`config.mk`:
```
export PLATFORM = sky130hd
export DESIGN_NAME = ps2_game_cmd_decoder
export DESIGN_NICKNAME = d
export VERILOG_FILES = /design/src/rtl/ps2_game_pkg.sv /design/src/rtl/cmd_fifo.sv /design/src/rtl/ps2_game_cmd_decoder.sv
export SDC_FILE = /design/constraint.sdc
export NUM_CORES = 1
export LEC_CHECK = 0
export ABC_AREA = 0
export BUFFER_PORTS_ARGS = -buffer_cell sky130_fd_sc_hd__buf_2
export CORE_ASPECT_RATIO = 0.75
export CORE_MARGIN = 2
export CORE_UTILIZATION = 52
export DETAILED_ROUTE_END_ITERATION = 16
export HOLD_SLACK_MARGIN = 0.03
export PLACE_DENSITY = 0.73
export SLEW_MARGIN = 20
export SYNTH_ARGS = -nofsm -noshare
export SYNTH_HDL_FRONTEND = slang
export SYNTH_SLANG_ARGS = --single-unit
```
`constraint.sdc`:
```
create_clock -name clock -period 5.7 [get_ports clock]
set_clock_uncertainty 0.15 [all_clocks]
set_input_delay 1.14 -clock clock [delete_from_list [all_inputs] [get_ports clock]]
set_output_delay 1.14 -clock clock [all_outputs]
set_load 0.05 [all_outputs]
```
`src/rtl/ps2_game_pkg.sv`:
```
// Shared constants for the PS/2 game-command decoder: command codes, scan codes,
// prefix-state enumeration and the scan-code-to-command lookup.
package ps2_game_pkg;

   localparam int NUM_CMDS = 6;

   localparam logic [2:0] CMD_NONE      = 3'd0;
   localparam logic [2:0] CMD_LEFT      = 3'd1;
   localparam logic [2:0] CMD_RIGHT     = 3'd2;
   localparam logic [2:0] CMD_ROTATE    = 3'd3;
   localparam logic [2:0] CMD_SOFT_DROP = 3'd4;
   localparam logic [2:0] CMD_HARD_DROP = 3'd5;
   localparam logic [2:0] CMD_PAUSE     = 3'd6;

   localparam logic [7:0] SC_EXT   = 8'hE0;
   localparam logic [7:0] SC_BRK   = 8'hF0;
   localparam logic [7:0] SC_LEFT  = 8'h6B;
   localparam logic [7:0] SC_RIGHT = 8'h74;
   localparam logic [7:0] SC_UP    = 8'h75;
   localparam logic [7:0] SC_DOWN  = 8'h72;
   localparam logic [7:0] SC_SPACE = 8'h29;
   localparam logic [7:0] SC_P     = 8'h4D;

   typedef enum logic [1:0] {
      ST_IDLE,
      ST_EXT,
      ST_BRK,
      ST_EXT_BRK
   } prefix_state_t;

   // Arrow keys only count when E0-prefixed; space and P only when not.
   function automatic logic [2:0] map_scan_code(input logic ext, input logic [7:0] code);
      logic [2:0] cmd;
      cmd = CMD_NONE;
      if (ext) begin
         case (code)
            SC_LEFT:  cmd = CMD_LEFT;
            SC_RIGHT: cmd = CMD_RIGHT;
            SC_UP:    cmd = CMD_ROTATE;
            SC_DOWN:  cmd = CMD_SOFT_DROP;
            default:  cmd = CMD_NONE;
         endcase
      end else begin
         case (code)
            SC_SPACE: cmd = CMD_HARD_DROP;
            SC_P:     cmd = CMD_PAUSE;
            default:  cmd = CMD_NONE;
         endcase
      end
      return cmd;
   endfunction

   function automatic logic is_repeatable(input logic [2:0] cmd);
      return (cmd == CMD_LEFT) || (cmd == CMD_RIGHT) || (cmd == CMD_SOFT_DROP);
   endfunction

   // key_held bit for a command lives at position (code - 1).
   function automatic logic [NUM_CMDS-1:0] cmd_mask(input logic [2:0] cmd);
      logic [NUM_CMDS-1:0] mask;
      mask = '0;
      if (cmd != CMD_NONE)
         mask = NUM_CMDS'(1) << (cmd - 3'd1);
      return mask;
   endfunction

endpackage

```
`src/rtl/cmd_fifo.sv`:
```
// Small synchronous FIFO holding decoded game commands; a simultaneous push
// and pop is always accepted, even when the queue is full.
module cmd_fifo #(
   parameter int DEPTH = 4,
   parameter int WIDTH = 3
) (
   input  logic                     clock,
   input  logic                     resetn,
   input  logic                     push,
   input  logic [WIDTH-1:0]         push_data,
   input  logic                     pop,
   output logic [WIDTH-1:0]         pop_data,
   output logic                     full,
   output logic                     empty,
   output logic [$clog2(DEPTH):0]   count
);

   localparam int AW = $clog2(DEPTH);

   logic [WIDTH-1:0] mem [DEPTH];
   logic [AW-1:0]    wr_ptr;
   logic [AW-1:0]    rd_ptr;
   logic [AW:0]      occ;
   logic             do_push;
   logic             do_pop;

   assign empty    = (occ == '0);
   assign full     = (occ == (AW+1)'(DEPTH));
   assign count    = occ;
   assign pop_data = mem[rd_ptr];

   assign do_pop  = pop && !empty;
   assign do_push = push && (!full || do_pop);

   // NOTE: sequential state uses non-blocking assignments so every register
   // samples the pre-edge values regardless of statement order.
   always_ff @(posedge clock or negedge resetn) begin
      if (!resetn) begin
         wr_ptr <= '0;
         rd_ptr <= '0;
         occ    <= '0;
      end else begin
         if (do_push) wr_ptr <= wr_ptr + AW'(1);
         if (do_pop)  rd_ptr <= rd_ptr + AW'(1);
         case ({do_push, do_pop})
            2'b10:   occ <= occ + (AW+1)'(1);
            2'b01:   occ <= occ - (AW+1)'(1);
            default: occ <= occ;
         endcase
      end
   end

   // NOTE: storage is not reset; occupancy alone decides what is valid, which
   // keeps the array free of reset fan-out.
   always_ff @(posedge clock) begin
      if (do_push)
         mem[wr_ptr] <= push_data;
   end

endmodule

```
`src/rtl/ps2_game_cmd_decoder.sv`:
```
// Turns PS/2 scan-code bytes into queued game commands, tracking held keys
// and typematic repeats, with a sticky overflow flag for dropped commands.
module ps2_game_cmd_decoder
   import ps2_game_pkg::*;
#(
   parameter int FIFO_DEPTH = 4
) (
   input  logic                clock,
   input  logic                resetn,
   input  logic [7:0]          key_data,
   input  logic                key_valid,
   output logic [2:0]          cmd_code,
   output logic                cmd_valid,
   input  logic                cmd_ready,
   output logic [NUM_CMDS-1:0] key_held,
   output logic                overflow
);

   prefix_state_t        state;
   prefix_state_t        next_state;
   logic                 dec_en;
   logic                 dec_ext;
   logic                 dec_brk;
   logic [2:0]           dec_cmd;
   logic [NUM_CMDS-1:0]  dec_mask;
   logic                 dec_mapped;
   logic                 cmd_push;
   logic                 fifo_pop;
   logic                 fifo_full;
   logic                 fifo_empty;
   logic [2:0]           fifo_head;
   logic [$clog2(FIFO_DEPTH):0] fifo_count_unused;

   always_ff @(posedge clock or negedge resetn) begin
      if (!resetn) state <= ST_IDLE;
      else         state <= next_state;
   end

   // NOTE: every always_comb output gets a default first so no path can
   // leave a value unassigned and infer a latch.
   always_comb begin
      next_state = state;
      dec_en     = 1'b0;
      dec_ext    = 1'b0;
      dec_brk    = 1'b0;
      if (key_valid) begin
         unique case (state)
            ST_IDLE: begin
               if (key_data == SC_EXT)      next_state = ST_EXT;
               else if (key_data == SC_BRK) next_state = ST_BRK;
               else                         dec_en     = 1'b1;
            end
            ST_EXT: begin
               if (key_data == SC_BRK) begin
                  next_state = ST_EXT_BRK;
               end else if (key_data != SC_EXT) begin
                  dec_en     = 1'b1;
                  dec_ext    = 1'b1;
                  next_state = ST_IDLE;
               end
            end
            ST_BRK: begin
               dec_en     = 1'b1;
               dec_brk    = 1'b1;
               next_state = ST_IDLE;
            end
            ST_EXT_BRK: begin
               dec_en     = 1'b1;
               dec_ext    = 1'b1;
               dec_brk    = 1'b1;
               next_state = ST_IDLE;
            end
            default: next_state = ST_IDLE;
         endcase
      end
   end

   assign dec_cmd    = map_scan_code(dec_ext, key_data);
   assign dec_mask   = cmd_mask(dec_cmd);
   assign dec_mapped = dec_en && (dec_cmd != CMD_NONE);

   // A make enqueues on first press, or on typematic repeat for movement keys.
   assign cmd_push = dec_mapped && !dec_brk &&
                     (((key_held & dec_mask) == '0) || is_repeatable(dec_cmd));

   always_ff @(posedge clock or negedge resetn) begin
      if (!resetn) begin
         key_held <= '0;
      end else if (dec_mapped) begin
         if (dec_brk) key_held <= key_held & ~dec_mask;
         else         key_held <= key_held | dec_mask;
      end
   end

   assign cmd_valid = !fifo_empty;
   assign fifo_pop  = cmd_valid && cmd_ready;
   assign cmd_code  = fifo_empty ? CMD_NONE : fifo_head;

   always_ff @(posedge clock or negedge resetn) begin
      if (!resetn)
         overflow <= 1'b0;
      else if (cmd_push && fifo_full && !fifo_pop)
         overflow <= 1'b1;
   end

   cmd_fifo #(
      .DEPTH (FIFO_DEPTH),
      .WIDTH (3)
   ) u_cmd_fifo (
      .clock     (clock),
      .resetn    (resetn),
      .push      (cmd_push),
      .push_data (dec_cmd),
      .pop       (fifo_pop),
      .pop_data  (fifo_head),
      .full      (fifo_full),
      .empty     (fifo_empty),
      .count     (fifo_count_unused)
   );

endmodule

```
After elaboration in Yosys (flattened, before gate mapping)
Memory sizes are Yosys's and may differ from the RTL's.
Cells that the tools add are included.

operators by class
  $add $sub $neg = 5
  multiply operators = 0
  divide/modulo/power cells = 0
  $lt $le $gt $ge = 0
  eq/ne operators = 20
  shift-type cells = 1
  multiplexer cells = 24
  bitwise logic cells = 4
  reduce and logical (&&, ||, !) cells = 23

operators with widths
  operator               count
  $eq A8 B7 Y1 const B   5
  $eq A8 B8 Y1 const B   2
  $and A6 B6 Y6          2
  $mux W6                2
  $pmux W3 S2            2
  $pmux W3 S4            1
  $mux W1                10
  $eq A8 B6 Y1 const B   1
  $logic_and A1 B1 Y1    8
  $mux W2                4
  $ne A8 B8 Y1 const B   1
  $eq A2 B2 Y1 const B   3
  $eq A3 B3 Y1 const B   2
  $logic_not A6 Y1       1
  $mux W3                2
  $ne A3 B3 Y1 const B   2
  $not A6 Y6             1
  $or A6 B6 Y6           1
  $pmux W2 S3            1
  $shl A1 B3 Y6 const A  1
  $sub A3 B1 Y3 const B  2
  $add A2 B1 Y2 const B  2
  $eq A2 B1 Y1 const B   2
  $logic_not A1 Y1       4
  other kinds (12)       15

word-level totals
  bits in registers = 16
  latch bits = 0
  RAM bits = 12
  ROM bits = 0
  input bits = 12
  output and inout port bits = 11
  logic and storage cells = 84
  memories = 1

memory list
  name            words  width  rd ports  clocked after Yosys merged registers in  write ports  RTL line        source
  u_cmd_fifo.mem  4      3      1         0                                        1            cmd_fifo.sv:20  logic [WIDTH-1:0] mem [DEPTH];

Longest topological paths before layout
Gate-level depths: netlist (run 1).

  depth after elaboration = 16
  gate-level depth with buffers = 16
  depth with buffers taken out = 15

Hierarchy
Synthesis (run 1) repeated with hierarchy kept, for this count alone.

unflattened totals
  cell total of the unflattened synthesis = 144
  area, all modules = 1669.1 um^2

modules (own cells, without submodules)
  module                times used  cells an instance  area an instance (um^2)  sequential area each (um^2)
  cmd_fifo              1           54                 869.6                    535.5
  ps2_game_cmd_decoder  1           90                 799.5                    225.2

Worst setup path after synthesis (run 1)
No wires, ideal clock.

  path type = input -> register
  start = input port key_data[1]
  end = register u_cmd_fifo.occ[2], in the netlist u_cmd_fifo.count[2]
  setup time = 80 ps
  arrival = 4203 ps
  required time = 5470 ps
  setup slack = 1267 ps
  stages = 15
  buffers on the path = 0
  cells stage by stage = and4bb_2 -> a22oi_1 -> a2bb2oi_4 -> inv_1 -> nor2_1 -> ha_1 -> nor2b_1 -> a22o_1 -> a221o_1 -> a31oi_4 -> nor2_1 -> fa_1 -> and2_1 -> mux2i_1 -> xnor2_1

between the ends
  longest elaborated chain between the ends = 16
  elaborated cells between the ends (all ways) = 40
  those cells by class = add/sub (1); eq/ne (14); shift (1); mux (13); bitwise (1); reduce/logical (10)

ends and longest elaborated chain
  element                                                   RTL line                    source
  from (decl)                                               ps2_game_cmd_decoder.sv:10  input logic [7:0] key_data,
  $ne A8 B8 Y1                                              ps2_game_cmd_decoder.sv:56  end else if (key_data != SC_EXT) begin
  $mux W1                                                   ps2_game_cmd_decoder.sv:56
  $mux W1                                                   ps2_game_cmd_decoder.sv:54  if (key_data == SC_BRK) begin
  $pmux W1 S2                                               ps2_game_cmd_decoder.sv:47  unique case (state)
  $mux W1                                                   ps2_game_cmd_decoder.sv:46  if (key_valid) begin
  $mux W3 *                                                 ps2_game_pkg.sv:35          if (ext) begin
  via dec_cmd[0]                                            ps2_game_cmd_decoder.sv:24  logic [2:0] dec_cmd;
  $sub A3 B1 Y3                                             ps2_game_pkg.sv:62          mask = NUM_CMDS'(1) << (cmd - 3'd1);
  $shl A1 B3 Y6                                             ps2_game_pkg.sv:62
  $mux W6                                                   ps2_game_pkg.sv:61          if (cmd != CMD_NONE)
  $and A6 B6 Y6                                             ps2_game_cmd_decoder.sv:84  (((key_held & dec_mask) == '0) || is_repeatable(dec_cmd));
  $logic_not A6 Y1                                          ps2_game_cmd_decoder.sv:84
  $logic_or A1 B1 Y1                                        ps2_game_cmd_decoder.sv:84
  $logic_and A1 B1 Y1 *                                     ps2_game_cmd_decoder.sv:83  assign cmd_push = dec_mapped && !dec_brk &&
  $logic_and A1 B1 Y1 *                                     cmd_fifo.sv:33              assign do_push = push && (!full || do_pop);
  $eq A2 B1 Y1 / $eq A2 B2 Y1 (equally long branches)       cmd_fifo.sv:45              case ({do_push, do_pop})
  $pmux W3 S2 / $reduce_bool A2 Y1 (equally long branches)  n/a
  to (signal assigned)                                      cmd_fifo.sv:46              2'b10: occ <= occ + (AW+1)'(1);
  to (signal assigned)                                      cmd_fifo.sv:47              2'b01: occ <= occ - (AW+1)'(1);
  to (decl)                                                 cmd_fifo.sv:23              logic [AW:0] occ;

Mark *: on every way through the listed nets, which the timed path passes. The rest lies on a longest branch.
A chain may end at the register's enable or synchronous reset.

Worst setup path after layout (run 1)
  start = input port key_data[1]
  end = register u_cmd_fifo.occ[1], in the netlist u_cmd_fifo.count[1]

The elaborated chain is that of the path after synthesis.

==> report_table.html, run 1 <==
<table>
<tr><th>Metric</th><th>Value</th></tr>
<tr><th colspan="2">Finish</th></tr>
<tr><td>Commonest non-fill, non-tap cells in the layout</td><td>sky130_fd_sc_hd__buf_2 (22), sky130_fd_sc_hd__dfrtp_1 (16), sky130_fd_sc_hd__edfxtp_1 (12)</td></tr>
<tr><td>Fraction of layout cells with a size suffix above 1</td><td>between 20% and 30%</td></tr>
<tr><td>Synth-to-layout area growth</td><td>12.7%</td></tr>
<tr><td>Inserted Diodes</td><td>0</td></tr>
<tr><td>Layout Nets</td><td>183</td></tr>
<tr><td>Final Core Density</td><td>61.8%</td></tr>
<tr><td>Most common library cell in the layout ignoring fill and taps</td><td>sky130_fd_sc_hd__buf_2</td></tr>
<tr><td>Filler Cells Inserted</td><td>233</td></tr>
<tr><th colspan="2">Outcome</th></tr>
<tr><td>Result of the run</td><td>complete, no violations</td></tr>
<tr><th colspan="2">Setup path</th></tr>
<tr><td>Crit end category</td><td>flip-flop</td></tr>
<tr><td>Reg2reg start</td><td>state[1]</td></tr>
<tr><td>Worst-path maximum fanout</td><td>10</td></tr>
<tr><td>Data required time of the worst path</td><td>5.71 ns</td></tr>
<tr><td>WS Path Type</td><td>in -&gt; reg</td></tr>
<tr><td>R2R Setup Slk</td><td>1.36 ns</td></tr>
<tr><td>Data arrival time at the worst-slack endpoint</td><td>4.77 ns</td></tr>
<tr><td>FF-to-FF End</td><td>u_cmd_fifo.count[1]</td></tr>
<tr><td>Type of origin of the critical path</td><td>input pin</td></tr>
<tr><td>Logic depth of the worst register-to-register path</td><td>11</td></tr>
<tr><th colspan="2">Place</th></tr>
<tr><td>PortBufs</td><td>22</td></tr>
<tr><td>Routability Congestion</td><td>0.936</td></tr>
<tr><td>Final HPWL DP</td><td>2530 um</td></tr>
<tr><th colspan="2">Clocking</th></tr>
<tr><td>Clock tree from TritonCTS</td><td>done</td></tr>
<tr><td>Reg clk slew, reported paths</td><td>0.09 ns</td></tr>
<tr><td>H-tree level count</td><td>1</td></tr>
<tr><td>Clock latency on the worst-skew pair</td><td>about 0.27 ns</td></tr>
<tr><td>Max Buffers Root-to-Sink</td><td>2</td></tr>
<tr><td>Post-CTS repair timing setup buffer count</td><td>0</td></tr>
<tr><td>Number of buffers inserted by hold repair at cts</td><td>0</td></tr>
<tr><td>Cts bufs inserted</td><td>3</td></tr>
<tr><td>Root buf cell</td><td>sky130_fd_sc_hd__clkbuf_8</td></tr>
<tr><td>CTS Sinks</td><td>28</td></tr>
<tr><td>Post-CTS Resized</td><td>0</td></tr>
<tr><th colspan="2">Power and ir drop</th></tr>
<tr><td>Final Power</td><td>around 700 uW</td></tr>
<tr><td>Peak supply drop</td><td>between 0.00015 and 0.0002 V</td></tr>
<tr><td>Static leakage</td><td>0.791 nW</td></tr>
<tr><td>Cell Pwr Density</td><td>383 nW/um2</td></tr>
<tr><th colspan="2">Logic synthesis</th></tr>
<tr><td>Register bit total from synthesis</td><td>28</td></tr>
<tr><td>Share of the synthesized area in the top cell type</td><td>24.7%</td></tr>
<tr><td>Count of distinct cell types in the synthesized netlist</td><td>42</td></tr>
<tr><td>Cell types occupying the most area after synthesis</td><td>sky130_fd_sc_hd__dfrtp_1 (25%), sky130_fd_sc_hd__edfxtp_1 (22%), sky130_fd_sc_hd__ha_1 (4.6%)</td></tr>
<tr><td>Gate Count Post-Synth</td><td>141</td></tr>
<tr><td>Post-synth ARST share</td><td>57.1%</td></tr>
<tr><td>Most frequently used flop master after synthesis</td><td>sky130_fd_sc_hd__dfrtp_1</td></tr>
<tr><td>Per-instance average area after synthesis</td><td>roughly 12 um2</td></tr>
<tr><td>Largest area contributor in the netlist</td><td>sky130_fd_sc_hd__dfrtp_1</td></tr>
<tr><td>Number of enable-type register cells in the synthesized netlist</td><td>12</td></tr>
<tr><td>Sequential element share of the synthesized area</td><td>46.9%</td></tr>
<tr><td>Warnings from Yosys</td><td>0</td></tr>
<tr><td>Post-synthesis instance area</td><td>1620 um2</td></tr>
<tr><td>Net Count, Synth</td><td>160</td></tr>
<tr><th colspan="2">GRT</th></tr>
<tr><td>Vias in the first global route</td><td>1165</td></tr>
<tr><td>Maximum number of pins on one net before global-route repair</td><td>17</td></tr>
<tr><td>Total congestion overflow</td><td>0</td></tr>
<tr><td>Number of antenna violations at the first check in global routing</td><td>0</td></tr>
<tr><td>First-pass GRT wire length</td><td>5570 um</td></tr>
<tr><td>Global Route Usage Sum</td><td>21.5%</td></tr>
<tr><th colspan="2">Drt</th></tr>
<tr><td>Iteration-0 DRC count of the detailed router</td><td>47</td></tr>
<tr><td>Total routed wirelength</td><td>between 3000 and 4000 um</td></tr>
<tr><td>DRC Markers</td><td>0</td></tr>
<tr><td>Uppermost routed layer</td><td>met4</td></tr>
<tr><td>Antenna Violating Nets Remaining</td><td>0</td></tr>
<tr><td>Met2 wire length</td><td>1480 um</td></tr>
<tr><td>Length of the first detailed-routing pass in iterations</td><td>4</td></tr>
<tr><td>Routed metal-1 wirelength</td><td>1650 um</td></tr>
<tr><td>Via/cell ratio</td><td>6.01</td></tr>
<tr><td>Vias post-DR</td><td>roughly 1200</td></tr>
<tr><td>Wire length on met3</td><td>182 um</td></tr>
<tr><td>Wire per inst</td><td>16.6 um</td></tr>
<tr><th colspan="2">Job</th></tr>
<tr><td>Number of max-cap violations</td><td>0</td></tr>
<tr><th colspan="2">Timing</th></tr>
<tr><td>Number of hold violations in the final report</td><td>0</td></tr>
<tr><td>Max-slew violations</td><td>0</td></tr>
<tr><td>Setup repair after global routing missed its margin</td><td>false</td></tr>
<tr><td>Max_slew headroom</td><td>between 40% and 50%</td></tr>
<tr><td>Fin Setup TNS</td><td>0 ns</td></tr>
<tr><td>Final Critical Period</td><td>4.76 ns</td></tr>
<tr><td>Tightest hold margin</td><td>0.318 ns</td></tr>
<tr><td>Least-Margin Pin Slew</td><td>between 0.7 and 0.8 ns</td></tr>
<tr><td>Setup-violating endpoint count in the final report</td><td>0</td></tr>
<tr><td>Final period utilization</td><td>roughly 83%</td></tr>
<tr><td>Max frequency</td><td>210 MHz</td></tr>
<tr><th colspan="2">Worst hold path</th></tr>
<tr><td>Worst-case hold path end point</td><td>overflow</td></tr>
<tr><td>Worst hold path type</td><td>reg -&gt; reg</td></tr>
<tr><td>Origin of the worst min-delay path</td><td>overflow</td></tr>
<tr><td>Min-Delay Path Depth</td><td>1</td></tr>
<tr><th colspan="2">Floorplanning</th></tr>
<tr><td>Top Ports</td><td>23</td></tr>
<tr><td>Die area</td><td>3590 um2</td></tr>
<tr><td>Initial core utilization</td><td>54.8%</td></tr>
<tr><td>Die width</td><td>68.5 um</td></tr>
<tr><td>Core Region</td><td>2960 um2</td></tr>
<tr><td>Count of standard-cell rows</td><td>17</td></tr>
<tr><td>DIE HEIGHT</td><td>52.4 um</td></tr>
</table>
[cells by family after synthesis]
kind of cell             after synthesis  synth area share [%]
AND/OR/NAND/NOR                       48                  18.3
multiplexers                           7                  6.71
adder cells (fa/ha/maj)                7                  5.86
AO/OA/AOI/OAI                         31                  15.6
XOR/XNOR                               5                  2.70
buffers and inverters                 15                  3.94
flip-flops                            28                  46.9
[Yosys cell counts (2+ instances only)]
cell / n
sky130_fd_sc_hd__nor2_1: 9
sky130_fd_sc_hd__clkbuf_1: 3
sky130_fd_sc_hd__nand3_1: 5
sky130_fd_sc_hd__and3b_1: 2
sky130_fd_sc_hd__a21oi_1: 7
sky130_fd_sc_hd__nand2_1: 7
sky130_fd_sc_hd__and2_1: 5
sky130_fd_sc_hd__ha_1: 6
sky130_fd_sc_hd__mux4_2: 3
sky130_fd_sc_hd__and4bb_2: 2
sky130_fd_sc_hd__edfxtp_1: 12
sky130_fd_sc_hd__o211ai_1: 2
sky130_fd_sc_hd__a41oi_1: 3
sky130_fd_sc_hd__xnor2_1: 5
sky130_fd_sc_hd__a22oi_1: 2
sky130_fd_sc_hd__and3_1: 5
sky130_fd_sc_hd__o21ai_0: 4
sky130_fd_sc_hd__mux2i_1: 3
sky130_fd_sc_hd__dfrtp_1: 16
sky130_fd_sc_hd__a31oi_1: 7
sky130_fd_sc_hd__nor4_1: 2
sky130_fd_sc_hd__inv_1: 11
[worst max path at each step]
stage / from / end / slack (ns) / cells past startpoint
after floorplan: key_data[1] / u_cmd_fifo.count[2] / 1.27 / 15
after global placement: key_data[2] / u_cmd_fifo.count[1] / 0.87 / 13
after detailed placement: key_data[5] / u_cmd_fifo.count[1] / 0.80 / 13
after CTS: key_data[5] / u_cmd_fifo.count[1] / 1.0 / 13
after global routing: key_data[6] / u_cmd_fifo.count[1] / 0.71 / 13
final: key_data[1] / u_cmd_fifo.count[1] / 0.94 / 12
[worst max-delay path, stage by stage]
cell,delay [ns]
sky130_fd_sc_hd__buf_2,0.11
sky130_fd_sc_hd__and4bb_4,0.35
sky130_fd_sc_hd__a41o_4,0.24
sky130_fd_sc_hd__a31oi_1,0.06
sky130_fd_sc_hd__a31oi_1,0.44
sky130_fd_sc_hd__ha_1,0.37
sky130_fd_sc_hd__nor4_1,0.72
sky130_fd_sc_hd__a221o_1,0.32
sky130_fd_sc_hd__a31oi_4,0.16
sky130_fd_sc_hd__nor2_1,0.15
sky130_fd_sc_hd__fa_1,0.42
sky130_fd_sc_hd__mux2_1,0.28
[where the power goes]
group	leakage [nW]	switching (mW)	internal, mW	total, mW
sequential	0.312	0.0405	0.244	0.285
clock	0.0357	0.0584	0.0940	0.152
combinational	0.444	0.164	0.0988	0.263
total	0.791	0.263	0.437	0.700
[metal layers]
metal,GRT usage (%),vias up
met5,0,-
met4,5.00,0
met3,4.52,4
met2,32.9,37
met1,31.2,591
li1,-,576
[final cells by class]
| type | instances | area, um2 | area share [%] |
|---|---|---|---|
| clock buffer | 3 | 41.3 | 2.26 |
| clock inverter | 1 | 30.0 | 1.64 |
| inverter | 11 | 41.3 | 2.26 |
| multi-input combinational | 98 | 797 | 43.6 |
| sequential | 28 | 761 | 41.6 |
| tap | 38 | 47.5 | 2.60 |
| timing repair buffer | 22 | 110 | 6.02 |
[per-stage QoR]
stage | worst slack, ns | cell area (um2) | instances
finish | 0.942 | 1830 | 201
CTS | 0.995 | 1830 | 201
global placement | 0.873 | 1760 | 197
detailed placement | 0.801 | 1760 | 197
floorplan | 1.27 | 1620 | 141
global route | 0.709 | 1830 | 201
Note: power is estimated with default switching activity, not from simulation.
==> run 2: changes to the inputs <==
--- a/config.mk
+++ b/config.mk
@@ -9,10 +9,10 @@
 export BUFFER_PORTS_ARGS = -buffer_cell sky130_fd_sc_hd__buf_2
 export CORE_ASPECT_RATIO = 0.75
 export CORE_MARGIN = 2
-export CORE_UTILIZATION = 52
+export CORE_UTILIZATION = 51
 export DETAILED_ROUTE_END_ITERATION = 16
 export HOLD_SLACK_MARGIN = 0.03
-export PLACE_DENSITY = 0.73
+export PLACE_DENSITY = 0.75
 export SLEW_MARGIN = 20
 export SYNTH_ARGS = -nofsm -noshare
 export SYNTH_HDL_FRONTEND = slang
==> constraint.sdc (replaced) <==
create_clock -name clock -period 4.2 [get_ports clock]
set_clock_uncertainty 0.15 [all_clocks]
set_input_delay 0.84 -clock clock [delete_from_list [all_inputs] [get_ports clock]]
set_output_delay 0.84 -clock clock [all_outputs]
set_load 0.05 [all_outputs]
==> run 2 against run 1 <==
Against the previous run: final cell count is 4.5% higher; clock power is 39% higher; core utilization is 1.8 points higher; clock-buffer cell count stayed put; sequential power is 35% higher; setup slack worse by 0.78 ns; non-clock buffer count is 9 higher; first-iteration DRC count is 62% higher; largest cell class unchanged; largest power group unchanged.
==> report_table.html, run 2 (synthesis gave the netlist of run 1 again) <==
<table>
<tr><th>Metric</th><th>Value</th></tr>
<tr><th colspan="2">Outcome</th></tr>
<tr><td>Result of the run</td><td>complete, no violations</td></tr>
<tr><th colspan="2">Setup path</th></tr>
<tr><td>Reg2reg start</td><td>state[1]</td></tr>
<tr><td>FF-to-FF End</td><td>u_cmd_fifo.count[2]</td></tr>
<tr><td>Max stage delay cell, worst path</td><td>sky130_fd_sc_hd__a221o_1</td></tr>
<tr><td>Worst-path maximum fanout</td><td>5</td></tr>
<tr><td>Type of origin of the critical path</td><td>input pin</td></tr>
<tr><td>Data required time of the worst path</td><td>4.26 ns</td></tr>
<tr><td>Worst path max stage delay</td><td>about 0.38 ns</td></tr>
<tr><td>Crit end category</td><td>flip-flop</td></tr>
<tr><td>WS Path Type</td><td>in -&gt; reg</td></tr>
<tr><td>Data arrival time at the worst-slack endpoint</td><td>4.09 ns</td></tr>
<tr><td>Ordered cell list for the critical path</td><td>buf_2 &gt; and4bb_4 &gt; a41o_4 &gt; a31oi_1 &gt; a31oi_1 &gt; ha_1 &gt; nor2b_1 &gt; a22o_1 &gt; a221o_1 &gt; a31oi_4 &gt; nor2_1 &gt; fa_1 &gt; and2_1 &gt; mux2i_1 &gt; xnor2_1</td></tr>
<tr><td>R2R Setup Slk</td><td>0.29 ns</td></tr>
<tr><td>Logic depth of the worst register-to-register path</td><td>14</td></tr>
<tr><td>Dominant cell type by count on the critical path</td><td>sky130_fd_sc_hd__a31oi_1</td></tr>
<tr><th colspan="2">Finish</th></tr>
<tr><td>Number of standard cells in the final layout excluding fillers</td><td>210</td></tr>
<tr><td>Inserted Diodes</td><td>0</td></tr>
<tr><td>Layout Nets</td><td>192</td></tr>
<tr><td>Final Core Density</td><td>63.7%</td></tr>
<tr><td>Synth-to-layout area growth</td><td>16.9%</td></tr>
<tr><td>Most common library cell in the layout ignoring fill and taps</td><td>sky130_fd_sc_hd__buf_2</td></tr>
<tr><td>Commonest non-fill, non-tap cells in the layout</td><td>sky130_fd_sc_hd__buf_2 (22), sky130_fd_sc_hd__dfrtp_1 (16), sky130_fd_sc_hd__edfxtp_1 (12)</td></tr>
<tr><td>Fraction of layout cells with a size suffix above 1</td><td>between 20% and 30%</td></tr>
<tr><td>Layout Cell Area excl Fill</td><td>1900 um2</td></tr>
<tr><th colspan="2">Power and ir drop</th></tr>
<tr><td>Switching power total</td><td>360 uW</td></tr>
<tr><td>Proportion of total power due to net switching</td><td>37.7%</td></tr>
<tr><td>Final Power</td><td>954 uW</td></tr>
<tr><td>Combinational Power Share</td><td>37.4%</td></tr>
<tr><td>Portion of total power attributed to sequential cells</td><td>40.4%</td></tr>
<tr><td>Cell Pwr Density</td><td>503 nW/um2</td></tr>
<tr><td>Part of the power in the clock network</td><td>22.2%</td></tr>
<tr><td>Peak supply drop</td><td>0.000330 V</td></tr>
<tr><td>Pint</td><td>slightly below 600 uW</td></tr>
<tr><td>Static leakage</td><td>0.837 nW</td></tr>
<tr><th colspan="2">Timing</th></tr>
<tr><td>Max-slew violations</td><td>0</td></tr>
<tr><td>Final Critical Period</td><td>just over 4 ns</td></tr>
<tr><td>Setup repair after global routing missed its margin</td><td>false</td></tr>
<tr><td>Setup-violating endpoint count in the final report</td><td>0</td></tr>
<tr><td>Max frequency</td><td>248 MHz</td></tr>
<tr><td>Max_slew headroom</td><td>71.9%</td></tr>
<tr><td>Least-Margin Pin Slew</td><td>0.418 ns</td></tr>
<tr><td>Final period utilization</td><td>96.1%</td></tr>
<tr><td>Number of hold violations in the final report</td><td>0</td></tr>
<tr><th colspan="2">Clocking</th></tr>
<tr><td>Post-CTS repair timing setup buffer count</td><td>0</td></tr>
<tr><td>Clock latency on the worst-skew pair</td><td>approximately 0.27 ns</td></tr>
<tr><td>H-tree level count</td><td>1</td></tr>
<tr><td>Clock tree from TritonCTS</td><td>done</td></tr>
<tr><td>Post-CTS Resized</td><td>0</td></tr>
<tr><td>CTS Sinks</td><td>28</td></tr>
<tr><td>Cts bufs inserted</td><td>3</td></tr>
<tr><td>Max Buffers Root-to-Sink</td><td>2</td></tr>
<tr><td>Root buf cell</td><td>sky130_fd_sc_hd__clkbuf_8</td></tr>
<tr><td>Number of buffers inserted by hold repair at cts</td><td>0</td></tr>
<tr><td>Reg clk slew, reported paths</td><td>about 0.09 ns</td></tr>
<tr><th colspan="2">Place</th></tr>
<tr><td>Cell count after placement</td><td>206</td></tr>
<tr><td>Final HPWL DP</td><td>around 2700 um</td></tr>
<tr><td>Routability Congestion</td><td>1.02</td></tr>
<tr><td>Instance area at placement</td><td>1820 um2</td></tr>
<tr><td>PortBufs</td><td>22</td></tr>
<tr><th colspan="2">Drt</th></tr>
<tr><td>Iteration-0 DRC count of the detailed router</td><td>76</td></tr>
<tr><td>DRC Markers</td><td>0</td></tr>
<tr><td>Via/cell ratio</td><td>6.20</td></tr>
<tr><td>Total routed wirelength</td><td>3600 um</td></tr>
<tr><td>Length of the first detailed-routing pass in iterations</td><td>4</td></tr>
<tr><td>Vias post-DR</td><td>1302</td></tr>
<tr><td>Wire per inst</td><td>roughly 17 um</td></tr>
<tr><td>Antenna Violating Nets Remaining</td><td>0</td></tr>
<tr><th colspan="2">Floorplanning</th></tr>
<tr><td>Count of standard-cell rows</td><td>17</td></tr>
<tr><td>DIE HEIGHT</td><td>52.8 um</td></tr>
<tr><td>Core Region</td><td>about 3000 um2</td></tr>
<tr><td>Die area</td><td>3650 um2</td></tr>
<tr><td>Top Ports</td><td>23</td></tr>
<tr><td>Initial core utilization</td><td>between 50% and 60%</td></tr>
<tr><td>Die width</td><td>69.1 um</td></tr>
<tr><th colspan="2">GRT</th></tr>
<tr><td>Maximum number of pins on one net before global-route repair</td><td>17</td></tr>
<tr><td>First-pass GRT wire length</td><td>roughly 5800 um</td></tr>
<tr><td>Total congestion overflow</td><td>0</td></tr>
<tr><td>Number of antenna violations at the first check in global routing</td><td>0</td></tr>
<tr><td>Global Route Usage Sum</td><td>21.1%</td></tr>
<tr><td>Vias in the first global route</td><td>~1200</td></tr>
<tr><th colspan="2">Job</th></tr>
<tr><td>Number of max-cap violations</td><td>0</td></tr>
<tr><th colspan="2">Worst hold path</th></tr>
<tr><td>Worst hold path type</td><td>in -&gt; async</td></tr>
</table>
[run 2: metrics by stage]
step / setup TNS (ns) / hold WS, ns / setup WS (ns)
3_5_place_dp: -0.0420 / 0.308 / -0.0352
5_1_grt: 0 / 0.325 / 0.0768
2_1_floorplan: 0 / 0.329 / 0.0670
4_1_cts: 0 / 0.328 / 0.221
6_report: 0 / 0.315 / 0.165
3_3_place_gp: 0 / 0.292 / 0.102
[run 2: per-layer routing]
metal / wire length, um / part of all wire, % / global-route usage [%]
met1: 1600 / 45 / 26.9
met2: 1740 / 48 / 36.4
met3: 197 / 5.5 / 5.00
met4: 57 / 1.6 / 6.21
met5: 0 / 0 / 0
[run 2: worst max-delay path by stage]
stage                          endpoint  cells after the start        start
CTS                 u_cmd_fifo.count[2]                     15  key_data[0]
floorplan           u_cmd_fifo.count[2]                     15  key_data[1]
global placement    u_cmd_fifo.count[2]                     15  key_data[1]
finish              u_cmd_fifo.count[2]                     15  key_data[1]
global route        u_cmd_fifo.count[2]                     16  key_data[5]
detailed placement  u_cmd_fifo.count[2]                     15  key_data[1]
[run 2: cell type report]
cell class / instances / area [um2]
inverters: 11 / 41.3
well taps: 38 / 47.5
clock inverters: 1 / 30.0
flip-flops and latches: 28 / 761
multi-input cells: 98 / 797
fillers: 243 / 1080
repair buffers: 31 / 178
clock buffers: 3 / 41.3
[run 2: power groups by stage]
stage	registers [mW]	clock network [mW]	logic, mW
after floorplan	0.396	0	0.268
after global placement	0.387	0	0.345
after detailed placement	0.392	0	0.360
after CTS	0.386	0.213	0.361
after global routing	0.395	0.226	0.386
final	0.385	0.212	0.357
[run 2: critical path: cells and delay by family]
| family | cells | cell delay (ns) |
|---|---|---|
| AOI/OAI and AO/OA | 6 | 1.34 |
| xor gates and xnor gates | 1 | 0.14 |
| adders and majority gates | 2 | 0.71 |
| buffers and inverters | 1 | 0.11 |
| muxes | 1 | 0.17 |
| and+or+nand+nor | 4 | 0.77 |
